### src/rtl/up_pkg.sv
// up_pkg: shared state encoding, error codes and sizing for the up_core boot sequencer
package up_pkg;

    localparam int MEM_DEPTH   = 256;
    localparam int HOLD_CYCLES = 16;
    localparam int TIMEOUT     = 4096;
    localparam int INT_LOW     = 4;

    typedef enum logic [2:0] {IDLE, HOLD, LOAD, CHECK, RUN} state_e;

    localparam logic [1:0] ERR_NONE    = 2'b00;
    localparam logic [1:0] ERR_CSUM    = 2'b01;
    localparam logic [1:0] ERR_TIMEOUT = 2'b10;

endpackage

### src/rtl/up_tick_gen.sv
// up_tick_gen: periodic tick counter shaping an active-low interrupt pulse of INT_LOW cycles
module up_tick_gen
    import up_pkg::*;
(
    input  logic        clk_i,
    input  logic        nrst_i,
    input  logic        en_i,
    input  logic [15:0] period_i,
    output logic        int_o
);

    logic [15:0] cnt_q, cnt_d, per;
    logic        int_q, int_d;

    // clamp the period so the low pulse always has at least one high cycle after it
    always_comb begin
        per   = (period_i < 16'(INT_LOW + 1)) ? 16'(INT_LOW + 1) : period_i;
        cnt_d = (!en_i || cnt_q >= per - 16'd1) ? '0 : cnt_q + 16'd1;
        int_d = !(en_i && cnt_q < 16'(INT_LOW));
    end

    // counter and registered interrupt; disabling returns both to idle
    always_ff @(posedge clk_i or negedge nrst_i) begin
        if (!nrst_i) begin
            cnt_q <= '0;
            int_q <= 1'b1;
        end else begin
            cnt_q <= cnt_d;
            int_q <= int_d;
        end
    end

    assign int_o = int_q;

endmodule

### src/rtl/up_boot_ctrl.sv
// up_boot_ctrl: holds up_core in reset, streams its image into memory, verifies checksum, then runs it
module up_boot_ctrl
    import up_pkg::*;
(
    input  logic        clk_i,
    input  logic        nrst_i,
    input  logic        load_start_i,
    input  logic        rx_valid_i,
    input  logic [7:0]  rx_data_i,
    output logic        rx_ready_o,
    output logic        core_nrst_o,
    output logic        mem_we_o,
    output logic [7:0]  mem_addr_o,
    output logic [7:0]  mem_wdata_o,
    input  logic        tick_en_i,
    input  logic [15:0] tick_period_i,
    output logic        int_o,
    output logic        busy_o,
    output logic        done_o,
    output logic [1:0]  err_o
);

    state_e      state_q, state_d;
    logic [8:0]  cnt_q, cnt_d;
    logic [12:0] tmr_q, tmr_d;
    logic [7:0]  sum_q, sum_d;
    logic [1:0]  err_q, err_d;
    logic        rx_ready_q, rx_ready_d;
    logic        core_nrst_q, core_nrst_d;
    logic        mem_we_q, mem_we_d;
    logic [7:0]  mem_addr_q, mem_addr_d;
    logic [7:0]  mem_wdata_q, mem_wdata_d;
    logic        busy_q, busy_d;
    logic        done_q, done_d;
    logic        accept, restart;

    assign accept  = rx_valid_i && rx_ready_q;
    assign restart = load_start_i && (state_q == IDLE || state_q == RUN);

    // state register
    always_ff @(posedge clk_i or negedge nrst_i) begin
        if (!nrst_i) state_q <= IDLE;
        else         state_q <= state_d;
    end

    // next-state: the byte after the last image byte is the checksum and ends the load
    always_comb begin
        state_d = state_q;
        case (state_q)
            IDLE:    if (load_start_i) state_d = HOLD;
            HOLD:    if (tmr_q == 13'(HOLD_CYCLES - 1)) state_d = LOAD;
            LOAD:    if (accept && cnt_q == 9'(MEM_DEPTH)) state_d = CHECK;
                     else if (!accept && tmr_q == 13'(TIMEOUT - 1)) state_d = IDLE;
            CHECK:   state_d = (sum_q == 8'd0) ? RUN : IDLE;
            RUN:     if (load_start_i) state_d = HOLD;
            default: state_d = IDLE;
        endcase
    end

    // outputs and datapath derived from the next state so every output is a flop
    always_comb begin
        tmr_d       = ((state_q == HOLD || state_q == LOAD) && state_d == state_q && !accept) ? tmr_q + 13'd1 : '0;
        cnt_d       = restart ? '0 : accept ? cnt_q + 9'd1 : cnt_q;
        sum_d       = restart ? '0 : accept ? sum_q + rx_data_i : sum_q;
        err_d       = restart ? ERR_NONE :
                      (state_q == LOAD && state_d == IDLE) ? ERR_TIMEOUT :
                      (state_q == CHECK && state_d == IDLE) ? ERR_CSUM : err_q;
        rx_ready_d  = state_d == LOAD;
        core_nrst_d = state_d == RUN;
        done_d      = state_d == RUN;
        busy_d      = state_d inside {HOLD, LOAD, CHECK};
        mem_we_d    = accept && !cnt_q[8];
        mem_addr_d  = mem_we_d ? cnt_q[7:0] : mem_addr_q;
        mem_wdata_d = mem_we_d ? rx_data_i : mem_wdata_q;
    end

    // datapath and output registers
    always_ff @(posedge clk_i or negedge nrst_i) begin
        if (!nrst_i) begin
            cnt_q       <= '0;
            tmr_q       <= '0;
            sum_q       <= '0;
            err_q       <= ERR_NONE;
            rx_ready_q  <= 1'b0;
            core_nrst_q <= 1'b0;
            mem_we_q    <= 1'b0;
            mem_addr_q  <= '0;
            mem_wdata_q <= '0;
            busy_q      <= 1'b0;
            done_q      <= 1'b0;
        end else begin
            cnt_q       <= cnt_d;
            tmr_q       <= tmr_d;
            sum_q       <= sum_d;
            err_q       <= err_d;
            rx_ready_q  <= rx_ready_d;
            core_nrst_q <= core_nrst_d;
            mem_we_q    <= mem_we_d;
            mem_addr_q  <= mem_addr_d;
            mem_wdata_q <= mem_wdata_d;
            busy_q      <= busy_d;
            done_q      <= done_d;
        end
    end

    up_tick_gen u_tick (
        .clk_i    (clk_i),
        .nrst_i   (nrst_i),
        .en_i     (tick_en_i && state_d == RUN),
        .period_i (tick_period_i),
        .int_o    (int_o)
    );

    assign rx_ready_o  = rx_ready_q;
    assign core_nrst_o = core_nrst_q;
    assign mem_we_o    = mem_we_q;
    assign mem_addr_o  = mem_addr_q;
    assign mem_wdata_o = mem_wdata_q;
    assign busy_o      = busy_q;
    assign done_o      = done_q;
    assign err_o       = err_q;

endmodule

### config.mk
export PLATFORM = sky130hd
export DESIGN_NAME = up_boot_ctrl
export DESIGN_NICKNAME = d
export VERILOG_FILES = /design/src/rtl/up_pkg.sv /design/src/rtl/up_tick_gen.sv /design/src/rtl/up_boot_ctrl.sv
export SDC_FILE = /design/constraint.sdc
export NUM_CORES = 1
export LEC_CHECK = 0
export BUFFER_PORTS_ARGS = -buffer_cell sky130_fd_sc_hd__buf_2
export CORE_MARGIN = 3
export CORE_UTILIZATION = 65
export CTS_BUF_LIST = sky130_fd_sc_hd__clkbuf_8
export DETAILED_ROUTE_END_ITERATION = 8
export GPL_ROUTABILITY_DRIVEN = 0
export HOLD_SLACK_MARGIN = 0.15
export PLACE_DENSITY = 0.87
export SYNTH_ARGS = -nofsm -noshare
export SYNTH_HDL_FRONTEND = slang
export SYNTH_SLANG_ARGS = --single-unit
### constraint.sdc
create_clock -name clk_i -period 2.8 [get_ports clk_i]
set_input_delay 0.28 -clock clk_i [delete_from_list [all_inputs] [get_ports clk_i]]
set_output_delay 0.28 -clock clk_i [all_outputs]
set_load 0.005 [all_outputs]
; Yosys cells after proc, flatten, opt, wreduce, memory -nomap -nowiden
; Index checks and enable logic that the tools add are counted.
[word_totals]
ff_bits = 72
output_inout_bits = 24
elab_cells = 74
[op_classes]
addsub = 5
n_lt_le_gt_ge = 3
n_eq_ne = 12
mux = 16
n_reduce_logical = 25
[ops]
columns = op, n
row1 = less-than comparator 16 x 3 -> 1 bit (second input constant), 2
row2 = two-way mux 16 bit, 2
row3 = two-way mux 9 bit, 2
row4 = adder 16 x 1 -> 16 bit (second input constant), 1
row5 = greater-or-equal comparator 16 bit, 1
row6 = two-way mux 8 bit, 2
row7 = subtractor 16 x 1 -> 16 bit (second input constant), 1
row8 = two-way mux 3 bit, 5
row9 = adder 13 x 1 -> 13 bit (second input constant), 1
row10 = == test 13 x 12 -> 1 bit (second input constant), 1
row11 = == test 13 x 4 -> 1 bit (second input constant), 1
row12 = two-way mux 13 bit, 1
row13 = == test 3 x 2 -> 1 bit (second input constant), 4
row14 = one-hot mux 3 bit (4 select lines), 1
row15 = logical AND 1 bit, 11
row16 = adder 9 x 1 -> 9 bit (second input constant), 1
row17 = == test 9 bit (second input constant), 1
row18 = adder 8 bit, 1
row19 = logical NOT 8 bit, 1
row20 = == test 3 x 1 -> 1 bit (second input constant), 2
row21 = == test 3 bit (second input constant), 2
row22 = logical NOT 3 bit, 2
row23 = two-way mux 2 bit, 3
row24 = nonzero test 3 bit, 2
row25 = 5 further kinds, 10

; Longest topological paths before layout
; Gate-level depths: netlist (run 1).
[depth]
ltp_word = 11
mapped_depth = 16
ltp_nobuf = 14

; By module
; Synthesis (run 1) repeated with hierarchy kept, for this count alone.
[hier_totals]
cells_unflattened = 452
hier_area_um2 = 4255.3
[modules_own_cells]
columns = module, n_inst, cells_per_inst, area_per_inst_um2, seq_area_each_um2
row1 = up_boot_ctrl, 1, 287, 2801.4, 1376.3
row2 = up_tick_gen, 1, 165, 1453.9, 426.7

; Least setup slack after synthesis (run 1)
; Ideal clock, no wire load.
[synth_timing]
path_kind = input to register
startpoint = in tick_period_i[8]
endpoint = reg u_tick.cnt_q[10]
setup_time_ns = 0.132
arrival_ns = 3.167
setup_slack_ns = -0.499
path_stages = 15
path_cell_list = nor4_1 -> nand4_1 -> o21ai_0 -> ha_1 -> nand2_1 -> nor3_1 -> nand2_1 -> xor2_1 -> ha_1 -> nand4_1 -> nor2_1 -> nand2_1 -> o211ai_1 -> clkbuf_1 -> nor2_1
[synth_via]
elab_chain_len = 6
[synth_lines]
columns = item, line_no
row1 = from (decl), up_boot_ctrl.sv:16  ; input logic [15:0] tick_period_i,
row2 = less-than comparator 16 x 3 -> 1 bit, up_tick_gen.sv:17  ; per = (period_i < 16'(INT_LOW + 1)) ? 16'(INT_LOW + 1) : period_i;
row3 = two-way mux 16 bit (*), up_tick_gen.sv:17
row4 = subtractor 16 x 1 -> 16 bit (*), up_tick_gen.sv:18  ; cnt_d = (!en_i || cnt_q >= per - 16'd1) ? '0 : cnt_q + 16'd1;
row5 = greater-or-equal comparator 16 bit (*), up_tick_gen.sv:18
row6 = logical OR 1 bit (*), up_tick_gen.sv:18
row7 = two-way mux 16 bit (*), up_tick_gen.sv:18
row8 = named net u_tick.cnt_d[10], up_tick_gen.sv:12  ; logic [15:0] cnt_q, cnt_d, per;
row9 = to (signal assigned), up_tick_gen.sv:28  ; cnt_q <= cnt_d;
row10 = to (decl), up_tick_gen.sv:12
; Mark *: on every way through the listed nets, which the timed path passes. The rest lies on a longest branch.
; A chain may end at the register's enable or synchronous reset.

; Worst setup path after layout (run 1)
[layout_timing]
startpoint = in tick_period_i[8]
endpoint = reg u_tick.cnt_q[12]
; Same word-level chain as after synthesis.

==> flow_metrics.env, run 1 <==
export IMPL_yosys_warnings=0
export IMPL_start_util=0.6874
export IMPL_fin_crit_sh=1.040
export IMPL_grt_start_max_net_pins=44
export IMPL_slew_violations=0
export IMPL_whs_ps=213.9
export IMPL_arrival_ps=3200
export IMPL_cp_end_kind="flop"
export IMPL_fillers=301
export IMPL_synthFlopType="dfrtp_1"
export IMPL_ant_nets=0
export IMPL_power_total_mw=2.840
export IMPL_violations="negative setup slack"
export IMPL_r2r_start="sum_q[3]$_DFFE_PN0P_"
export IMPL_layout_drive_gt1_share=0.2491
export IMPL_crit_path_start="tick_period_i[8]"
export IMPL_synth_area_um2=4166
export IMPL_cap_viol_max_count=0
export IMPL_cts_max_level=3
export IMPL_clk_latency_ps=370
export IMPL_postSynthCellCount=442
export IMPL_pin_count=53
export IMPL_leakagePower_nw=2.462
export IMPL_overflow=0
export IMPL_startpoint_type="input pin"
export IMPL_synth_cell_types=53
export IMPL_synth_edf_count=0
export IMPL_fp_row_count=28
export IMPL_n_antenna_cell=0
export IMPL_synth_area_per_cell_um2=9.426
export IMPL_tritoncts="done"
export IMPL_tightest_slew_ps=676.8
export IMPL_clk_path_buf_depth=2
export IMPL_clkTransAtPathRegs_ps=90
export IMPL_vias=3951
export IMPL_die_x_um=86.06
export IMPL_fin_cells=613
export IMPL_root_buffer="clkbuf_8"
export IMPL_yosys_area_share_simple=0.2535
export IMPL_worstSetupPathType="input pin to flop"
export IMPL_ys_seq_area_frac=0.4327
export IMPL_grtUsageTotal=0.2998
export IMPL_drt_pass1_iter_count=6
export IMPL_viasPerCell=6.445
export IMPL_outcome="finished with violations"
export IMPL_portBuffers=52
export IMPL_worst_slack_ps=-111.8
export IMPL_synth_xor_area_share=0.09670
export IMPL_drc_errors=0
export IMPL_detailedRoute_firstIterationViolations=282
export IMPL_synth_compound_area_frac=0.08589
export IMPL_post_route_util=0.8441
export IMPL_grtUsageMet3=0.04803
export IMPL_pre_cts_ws_ps=-503.0
export IMPL_synth_async_reset_ratio=1.000
export IMPL_synth_mux_area_frac=0.01862
export IMPL_synth_top_family_by_area="simple AND/OR/NAND/NOR gates"
export IMPL_cts_sinks=72
export IMPL_setup_violations=16
export IMPL_min_from="rx_data_i[7]"
export IMPL_required_ps=3080
export IMPL_die_area_um2=7406
export IMPL_hold_violations=0
export IMPL_area_growth_pct=22.79
export IMPL_period_needed_ps=2912
export IMPL_grt_pass1_vias=3845
export IMPL_skew_ps=15.00
export IMPL_die_h_um=86.06
export IMPL_slew_headroom=0.5488
export IMPL_wl_per_cell_um=18.96
export IMPL_wirelength_um=11620
export IMPL_synth_adder_area_share=0.08889
export IMPL_antenna_found_initial=0
export IMPL_grt_use_met2=0.5165
export IMPL_fp_coreArea_um2=6061
export IMPL_rsz0062_at_grt="true"
export IMPL_grt_pass1_wl_um=17530
export IMPL_power_density_nw_per_um2=555.2
export IMPL_synth_seq_cells=72
export IMPL_synth_fp_nets=500
export IMPL_fin_nets=591
export IMPL_min_path_type="input pin to flop"
export IMPL_dp_hpwl_um=7127
export IMPL_grt_busiest_layer="met2"
export IMPL_worstPathMaxFanout=8
export IMPL_numCtsBuffers=9
export IMPL_timing_fmax_ghz=0.3434
export IMPL_post_place_cells=585
export IMPL_peakVddDrop_mv=0.4200
export IMPL_grtUsageMet1=0.3647
==> Yosys cell counts, types with 2 or more instances <==
cell,instances,share of area
dfrtp_1,71,0.43
nand2_1,61,0.055
nor2_1,54,0.049
xor2_1,32,0.067
ha_1,28,0.084
nand3_1,20,0.024
a21oi_1,16,0.019
xnor2_1,14,0.029
nor4_1,13,0.020
inv_1,11,0.0099
nand4_1,10,0.015
o21ai_0,9,0.011
clkbuf_1,8,0.0072
nor3_1,8,0.0096
and3_1,7,0.011
and4_1,6,0.013
mux2_2,6,0.016
nand3b_1,5,0.0090
o211ai_1,5,0.0090
a211o_1,4,0.0084
nand2b_1,4,0.0060
a211oi_1,3,0.0054
a21boi_0,3,0.0054
a31oi_1,3,0.0045
nor2b_1,3,0.0045
and2_1,2,0.0030
buf_4,2,0.0036
nand4b_1,2,0.0042
nor3_2,2,0.0048
nor3b_1,2,0.0036
nor4b_1,2,0.0042
o221ai_1,2,0.0042
o31ai_1,2,0.0036
or3_1,2,0.0030
or4_1,2,0.0036
==> cells in the final DEF (no fill, tap or decap), drive strengths merged, types with 3 or more instances in the layout <==
cell         Yosys  layout
nor2b            3       3
nand2b           4       4
xor2            32      32
nor4            14      14
nand3b           5       5
o211ai           5       5
nand3           20      20
and3             7       7
o21ai           11      11
clkbuf           8       9
buf              4      84
dlygate4sd3      0       8
a21oi           16      16
nand2           61      61
inv             11      17
nand4           10      10
xnor2           14      14
ha              28      28
or3              3       3
mux2             6       6
a211oi           3       3
a211o            4       4
or4              3       3
a21boi           3       3
dfrtp           71      71
nor3            10      10
and4             6       6
a31oi            3       3
nor2            54      54
==> where the power goes <==
part	switching (mW)	leakage (nW)	total (mW)	internal, mW
Combinational	0.407	1.38	0.719	0.312
Clock	0.473	0.101	0.824	0.351
Sequential	0.115	0.980	1.30	1.18
Total	0.995	2.46	2.84	1.85
==> final timing paths <==
| kind | end | slack, ps | cells past startpoint |
|---|---|---|---|
| max reg2reg | u_tick.cnt_q[12]$_DFF_PN0_ | 610 | 6 |
| min | mem_wdata_o[7]$_DFFE_PN0P_ | 210 | 2 |
| max | u_tick.cnt_q[12]$_DFF_PN0_ | -110 | 13 |
| min reg2reg | tmr_q[0]$_DFF_PN0_ | 460 | 1 |
| min in group asynchronous | mem_addr_o[3]$_DFFE_PN0P_ | 480 | 2 |
| max in group asynchronous | u_tick.int_o$_DFF_PN1_ | 1590 | 3 |
==> registers in the layout, summed over array words and instances, names as in the netlist <==
name,flops
u_tick.cnt_q,16
tmr_q,13
cnt_q,9
mem_addr_o,8
mem_wdata_o,8
sum_q,8
state_q,3
err_o,2
busy_o,1
done_o,1
mem_we_o,1
rx_ready_o,1
u_tick.int_o,1
==> critical path: stages <==
cell	delay [ps]
buf_2	130
buf_4	150
or4_4	550
or3_4	390
nor3_2	210
xnor2_1	160
ha_1	270
a21oi_1	170
o2111ai_1	150
a21oi_1	190
o211ai_1	170
buf_4	220
nor2_2	160
==> repair_timing <==
item                                   4_1_cts  5_1_grt
resized for setup                            4       20
pin swaps                                    7       10
setup endpoints to repair                   16       16
buffers inserted                             1        2
endpoints found under the hold margin       36        0
gates cloned                                 1        0
hold buffers                                 8        0
==> through the flow <==
stage	setup TNS (ps)	area, µm²
floorplan	-1824	4228
global placement	-2789	4752
detailed placement	-7332	4752
CTS	0	5044
global route	-3828	5116
finish	-1074	5116
==> per-layer routing <==
layer	part of all wire	up-vias
met4	0.042	0
met5	0	-
met3	0.072	71
met1	0.38	1869
li1	-	1745
met2	0.51	266
==> logic make-up (layout without fill, tap and decap cells) <==
| family | count (synthesis) | after routing |
|---|---|---|
| flops | 72 | 72 |
| buf+inv | 24 | 120 |
| compound gates | 55 | 55 |
| mux | 7 | 7 |
| xor+xnor | 46 | 46 |
| fa+ha+maj | 29 | 29 |
| simple gates | 209 | 209 |
==> layout make-up <==
cell class | count | area, µm² | share of cell area
multi-input combinational | 346 | 2369 | 0.4629
sequential | 72 | 1803 | 0.3524
timing repair buffer | 92 | 613.1 | 0.1198
clock buffer | 9 | 123.9 | 0.02421
tap | 75 | 93.84 | 0.01834
clock inverter | 7 | 68.82 | 0.01345
inverter | 12 | 45.04 | 0.008804
No activity file was read; power rests on OpenSTA's default activity.
==> inputs of run 2 (changes only) <==
--- a/config.mk
+++ b/config.mk
@@ -15,4 +15,5 @@
 export PLACE_DENSITY = 0.87
 export SYNTH_ARGS = -nofsm -noshare
 export SYNTH_HDL_FRONTEND = slang
+export SYNTH_HIERARCHICAL = 1
 export SYNTH_SLANG_ARGS = --single-unit
==> flow_metrics.env, run 2 <==
export IMPL_n_antenna_cell=0
export IMPL_crit_chain="buf_6 -> or4_4 -> or4_4 -> o31ai_4 -> ha_2 -> nand2b_4 -> or4_4 -> nor3b_2 -> a21oi_2 -> ha_1 -> nand4_1 -> nor4_1 -> nor4_2 -> o21ai_4 -> buf_12 -> nor2_1"
export IMPL_largest_reg_flops=16
export IMPL_cap_viol_max_count=0
export IMPL_cts_sinks=72
export IMPL_power_switching_uw=883.2
export IMPL_clock_power_share=0.316
export IMPL_start_util=0.6941
export IMPL_synth_cell_types=59
export IMPL_yosys_area_share_simple=0.2579
export IMPL_grtUsageTotal=0.2871
export IMPL_p_int_mw=1.991
export IMPL_antenna_found_initial=0
export IMPL_worstSetupPathType="input pin to flop"
export IMPL_worst_slack_ps=-1040
export IMPL_synth_top_family_by_area="simple AND/OR/NAND/NOR gates"
export IMPL_synth_edf_count=0
export IMPL_yosys_warnings=6
export IMPL_critPathMostFrequentCell="or4_4"
export IMPL_synth_top_area_cell="dfrtp_1"
export IMPL_dp_hpwl_um=7289
export IMPL_synth_area_um2=4255
export IMPL_ys_seq_area_frac=0.4237
export IMPL_tritoncts="done"
export IMPL_arrival_ps=4070
export IMPL_drc_errors=0
export IMPL_min_path_type="input pin to flop"
export IMPL_synth_area_per_cell_um2=9.414
export IMPL_clk_path_buf_depth=2
export IMPL_grt_start_max_net_pins=38
export IMPL_slew_headroom=0.6721
export IMPL_synth_xor_area_share=0.08439
export IMPL_synth_mux_area_frac=0.01794
export IMPL_pin_count=53
export IMPL_cts_max_level=3
export IMPL_cpPeakStageDelay_ps=530
export IMPL_startpoint_type="input pin"
export IMPL_area_growth_pct=21.82
export IMPL_root_buffer="clkbuf_8"
export IMPL_regMostFlops="u_tick/cnt_q"
export IMPL_synth_area_leaders="dfrtp_1 (42%), ha_1 (8.2%), nand2_1 (4.9%), xor2_1 (4.7%), nor2_1 (4.4%)"
export IMPL_synthFlopType="dfrtp_1"
export IMPL_synth_seq_cells=72
export IMPL_switching_share=0.3073
export IMPL_clkTransAtPathRegs_ps=80
export IMPL_pre_cts_ws_ps=-1284
export IMPL_ant_nets=0
export IMPL_wirelength_um=10720
export IMPL_worstPathMaxFanout=8
export IMPL_reg_largest_list="u_tick/cnt_q (16), tmr_q (13), cnt_q (9)"
export IMPL_synth_commonest_cells="dfrtp_1 (71), nand2_1 (56), nor2_1 (50)"
export IMPL_synth_fp_nets=510
export IMPL_hold_violations=0
export IMPL_wl_per_cell_um=17.35
export IMPL_viasPerCell=6.120
export IMPL_fp_row_count=28
export IMPL_detailedRoute_firstIterationViolations=246
export IMPL_synth_adder_area_share=0.08703
export IMPL_die_h_um=86.91
export IMPL_period_needed_ps=3840
export IMPL_postSynthCellCount=452
export IMPL_portBuffers=52
export IMPL_leakagePower_nw=2.469
export IMPL_vias=3782
export IMPL_die_area_um2=7553
export IMPL_synth_async_reset_ratio=1.000
export IMPL_timing_fmax_ghz=0.2604
export IMPL_violations="negative setup slack"
export IMPL_synth_compound_area_frac=0.09674
export IMPL_peakVddDrop_mv=0.6059
export IMPL_post_place_cells=595
export IMPL_grt_pass1_wl_um=17180
export IMPL_die_x_um=86.91
export IMPL_tightest_slew_ps=491.8
export IMPL_slew_violations=0
export IMPL_skew_ps=7.674
export IMPL_layout_drive_gt1_share=0.2560
export IMPL_final_common_cell="dfrtp_1"
export IMPL_pwr_share_seq=0.445
export IMPL_fin_cells=618
export IMPL_final_cell_mix="dfrtp_1 (71), nand2_1 (56), buf_2 (51)"
export IMPL_grt_pass1_vias=3864
export IMPL_overflow=0
export IMPL_fin_nets=597
export IMPL_power_density_nw_per_um2=554.5
export IMPL_pwr_share_comb=0.239
export IMPL_outcome="finished with violations"
export IMPL_required_ps=3030
export IMPL_fp_coreArea_um2=6131
export IMPL_setup_violations=16
export IMPL_cp_slowest_cell="nor4_1"
export IMPL_clk_latency_ps=350
export IMPL_fin_setup_tns_ps=-16480
export IMPL_drt_pass1_iter_count=4
export IMPL_cp_end_kind="flop"
export IMPL_synth_most_common_cell="dfrtp_1"
export IMPL_fin_crit_sh=1.371
export IMPL_numCtsBuffers=9
export IMPL_rsz0062_at_grt="true"
export IMPL_whs_ps=160.3
export IMPL_synth_top_area_share=0.4175
==> run 2: changes by cell type in the layout (fill, tap and decap cells not counted), moves of 4 or more <==
cell,previous run,this run
or3_1,2,6
xor2_1,32,23
nand3b_1,5,0
inv_1,11,15
nand3_1,20,14
nor2_2,7,3
or4_4,1,5
nor3_1,7,14
o21ai_0,8,13
o21a_1,1,7
xnor2_1,14,18
==> run 2: final cells by class <==
cell class | instances | area [µm²]
Clock buffer | 10 | 137.6
Tap cell | 75 | 93.84
Inverter | 17 | 63.81
Sequential cell | 72 | 1803
Clock inverter | 5 | 81.33
Multi-Input combinational cell | 347 | 2395
Fill cell | 347 | 947.2
Timing Repair Buffer | 92 | 609.3
==> run 2: power by group through the flow <==
stage	Combinational [mW]	Clock, mW	Sequential, mW
detailed placement	0.658	0	1.30
floorplan	0.452	0	1.26
global placement	0.626	0	1.29
CTS	0.673	0.916	1.28
global route	0.779	0.968	1.30
finish	0.687	0.908	1.28
==> run 2: worst paths after layout <==
kind,from,endpoint,slack [ps],cells after the start
min in group asynchronous,nrst_i,sum_q[4]$_DFFE_PN0P_,350,2
worst max-delay path,tick_period_i[12],u_tick/cnt_q[7]$_DFF_PN0_,-1040,16
worst min-delay path,rx_data_i[2],mem_wdata_o[2]$_DFFE_PN0P_,160,3
worst min register to register,mem_wdata_o[4]$_DFFE_PN0P_,mem_wdata_o[4]$_DFFE_PN0P_,480,2
worst max register to register,sum_q[1]$_DFFE_PN0P_,u_tick/cnt_q[7]$_DFF_PN0_,150,11
max in group asynchronous,nrst_i,u_tick/int_o$_DFF_PN1_,1650,3
==> run 2: logic make-up after synthesis <==
kind of cell	Yosys count
xor+xnor	41
compound gates	63
mux	7
flops	72
fa+ha+maj	29
simple gates	207
buf+inv	33
==> run 2: timing repair <==
| item | in CTS | in global routing |
|---|---|---|
| setup buffers | 0 | 2 |
| pin swaps | 5 | 2 |
| hold buffers | 5 | 0 |
| resized for setup | 3 | 11 |
| endpoints found under the setup margin | 16 | 16 |
| gates cloned | 0 | 1 |
| endpoints found under the hold margin | 15 | 0 |
==> run 2: per-layer routing <==
metal	vias up	routed length, µm	GRT usage
met5	-	0	0
met4	0	340	0.1218
met3	42	729	0.05960
met2	163	5464	0.5017
met1	1819	4187	0.3410
li1	1758	-	-
==> run 2: critical path: cells and delay by family <==
family	cells	cell delay (ps)
AO/OA/AOI/OAI	3	370
adder cells (fa/ha/maj)	2	560
AND/OR/NAND/NOR	9	2580
buffers and inverters	2	260
==> run 2: through the flow <==
stage               cell area (µm²)  power (mW)  utilization
finish                         5184       2.875       0.8455
global route                   5184       3.042       0.8455
CTS                            5092       2.866       0.8306
detailed placement             4807       1.955       0.7841
global placement               4807       1.912       0.7841
floorplan                      4284       1.716            -
==> inputs of run 3 (changes only) <==
--- a/config.mk
+++ b/config.mk
@@ -10,9 +10,8 @@
 export CORE_UTILIZATION = 65
 export CTS_BUF_LIST = sky130_fd_sc_hd__clkbuf_8
 export DETAILED_ROUTE_END_ITERATION = 8
-export GPL_ROUTABILITY_DRIVEN = 0
 export HOLD_SLACK_MARGIN = 0.15
-export PLACE_DENSITY = 0.87
+export PLACE_DENSITY_LB_ADDON = 0.15
 export SYNTH_ARGS = -nofsm -noshare
 export SYNTH_HDL_FRONTEND = slang
 export SYNTH_HIERARCHICAL = 1
==> constraint.sdc (replaced) <==
create_clock -name clk_i -period 2.8 [get_ports clk_i]
set_input_delay 0 -clock clk_i [delete_from_list [all_inputs] [get_ports clk_i]]
set_output_delay 0 -clock clk_i [all_outputs]
set_load 0.005 [all_outputs]
==> flow_metrics.env, run 3 (synthesis gave the netlist of run 2 again) <==
export IMPL_min_path_cells=4
export IMPL_cp_end_kind="flop"
export IMPL_fin_cells=618
export IMPL_cts_max_level=3
export IMPL_power_density_nw_per_um2=540.0
export IMPL_numCtsBuffers=9
export IMPL_grt_pass1_wl_um=16220
export IMPL_grtUsageTotal=0.2718
export IMPL_pin_count=53
export IMPL_outcome="finished with violations"
export IMPL_worstSetupPathType="input pin to flop"
export IMPL_worstPathMaxFanout=16
export IMPL_seq_area_um2=1803
export IMPL_vias=3638
export IMPL_drc_errors=0
export IMPL_n_antenna_cell=0
export IMPL_die_area_um2=7553
export IMPL_fillers=366
export IMPL_final_cell_mix="dfrtp_1 (71), nand2_1 (56), buf_2 (52)"
export IMPL_violations="negative setup slack"
export IMPL_tightest_slew_ps=1132
export IMPL_fin_nets=596
export IMPL_ant_nets=0
export IMPL_largest_reg_flops=16
export IMPL_layout_drive_gt1_share=0.2320
export IMPL_leakagePower_nw=2.440
export IMPL_hold_violations=0
export IMPL_die_h_um=86.91
export IMPL_timing_fmax_ghz=0.2982
export IMPL_clk_path_buf_depth=2
export IMPL_tritoncts="done"
export IMPL_wirelength_um=9336
export IMPL_slew_violations=0
export IMPL_wl_per_cell_um=15.11
export IMPL_worstRegToRegCells=11
export IMPL_clk_latency_ps=350
export IMPL_final_common_cell="dfrtp_1"
export IMPL_overflow=0
export IMPL_portBuffers=52
export IMPL_post_place_cells=592
export IMPL_area_growth_pct=19.91
export IMPL_regMostFlops="u_tick/cnt_q"
export IMPL_multiInputGateArea_um2=2354
export IMPL_drt_pass1_iter_count=4
export IMPL_reg_largest_list="u_tick/cnt_q (16), tmr_q (13), cnt_q (9)"
export IMPL_start_util=0.6941
export IMPL_fin_setup_tns_ps=-8528
export IMPL_cap_viol_max_count=0
export IMPL_skew_ps=10.69
export IMPL_period_needed_ps=3353
export IMPL_place_gp_congestion=0.9078
export IMPL_peakVddDrop_mv=0.4231
export IMPL_grt_start_max_net_pins=53
export IMPL_antenna_found_initial=0
export IMPL_cts_sinks=72
export IMPL_required_ps=3070
export IMPL_root_buffer="clkbuf_8"
export IMPL_slew_headroom=0.2454
export IMPL_grt_pass1_vias=3699
export IMPL_arrival_ps=3630
export IMPL_detailedRoute_firstIterationViolations=168
export IMPL_viasPerCell=5.887
export IMPL_worst_slack_ps=-553.2
export IMPL_fp_coreArea_um2=6131
export IMPL_startpoint_type="input pin"
export IMPL_setup_violations=16
export IMPL_min_path_type="input pin to flop"
export IMPL_rsz0062_at_grt="true"
export IMPL_dp_hpwl_um=6813
export IMPL_fin_crit_sh=1.198
export IMPL_clkTransAtPathRegs_ps=70
export IMPL_fp_row_count=28
export IMPL_die_x_um=86.91
run 3: cell types whose count changed in the layout (fill, tap and decap cells not counted), moves of 2 or more:
cell,change
a21oi_1,+2
buf_4,-5
dlygate4sd3_1,+5
nor2_1,+4
nor2_4,-2
a21oi_2,-2
nor2_2,-2
run 3: repair_timing:
item / in CTS / in global routing
hold buffers: 10 / 0
gates cloned: 0 / 0
setup endpoints to repair: 16 / 16
gates resized for setup: 3 / 2
buffers inserted: 0 / 0
pin swaps: 4 / 0
endpoints found under the hold margin: 64 / 0
run 3: area by class of cell:
cell class              count  share of cell area
inverters                  17             0.01251
flip-flops and latches     72              0.3534
clock buffers              10             0.02697
clock inverters             6             0.01177
multi-input cells         347              0.4613
repair buffers             91              0.1157
well taps                  75             0.01839
run 3: final timing paths:
| check | end | startpoint | slack (ps) |
|---|---|---|---|
| max in group asynchronous | rx_ready_o$_DFF_PN0_ | nrst_i | 1520 |
| min | u_tick/int_o$_DFF_PN1_ | tick_en_i | 200 |
| max reg2reg | u_tick/cnt_q[14]$_DFF_PN0_ | sum_q[1]$_DFFE_PN0P_ | 210 |
| min reg2reg | mem_wdata_o[1]$_DFFE_PN0P_ | mem_wdata_o[1]$_DFFE_PN0P_ | 480 |
| min in group asynchronous | cnt_q[2]$_DFFE_PN0P_ | nrst_i | 440 |
| max | u_tick/cnt_q[14]$_DFF_PN0_ | tick_period_i[12] | -550 |
run 3: layer usage:
metal / vias to the layer above / part of all wire / global-route usage
li1: 1766 / - / -
met1: 1770 / 0.41 / 0.3288
met2: 77 / 0.52 / 0.4693
met3: 25 / 0.041 / 0.05014
met4: 0 / 0.025 / 0.1232
met5: - / 0 / 0
run 3: report_power, final:
group	total [mW]	switching (mW)	internal (mW)
registers	1.27	0.107	1.17
clock network	0.813	0.382	0.431
logic	0.670	0.369	0.302
total	2.76	0.857	1.90
run 3: stage by stage:
| stage | util | power, mW | setup WS [ps] | hold WS (ps) | cell area, µm² |
|---|---|---|---|---|---|
| 2_1_floorplan | - | 1.716 | -774.3 | -295.6 | 4284 |
| 3_3_place_gp | 0.7804 | 1.908 | -754.6 | 214.3 | 4785 |
| 3_5_place_dp | 0.7804 | 1.944 | -926.9 | 215.0 | 4785 |
| 4_1_cts | 0.8312 | 2.764 | -525.2 | 174.1 | 5096 |
| 5_1_grt | 0.8322 | 2.924 | -685.9 | 197.3 | 5102 |
| 6_report | 0.8322 | 2.756 | -553.2 | 197.1 | 5102 |
run 3: critical path, stage by stage:
cell and delay [ps]:
buf_2 100, or4_4 520, or4_4 450, o31ai_4 240, ha_2 250, nand2b_4 60, or4_4 420, nor3b_2 160
a21oi_1 60, ha_1 310, nand4_1 180, nor3_1 100, nor4_1 360, o21ai_2 130, buf_12 170, nor2_1 110
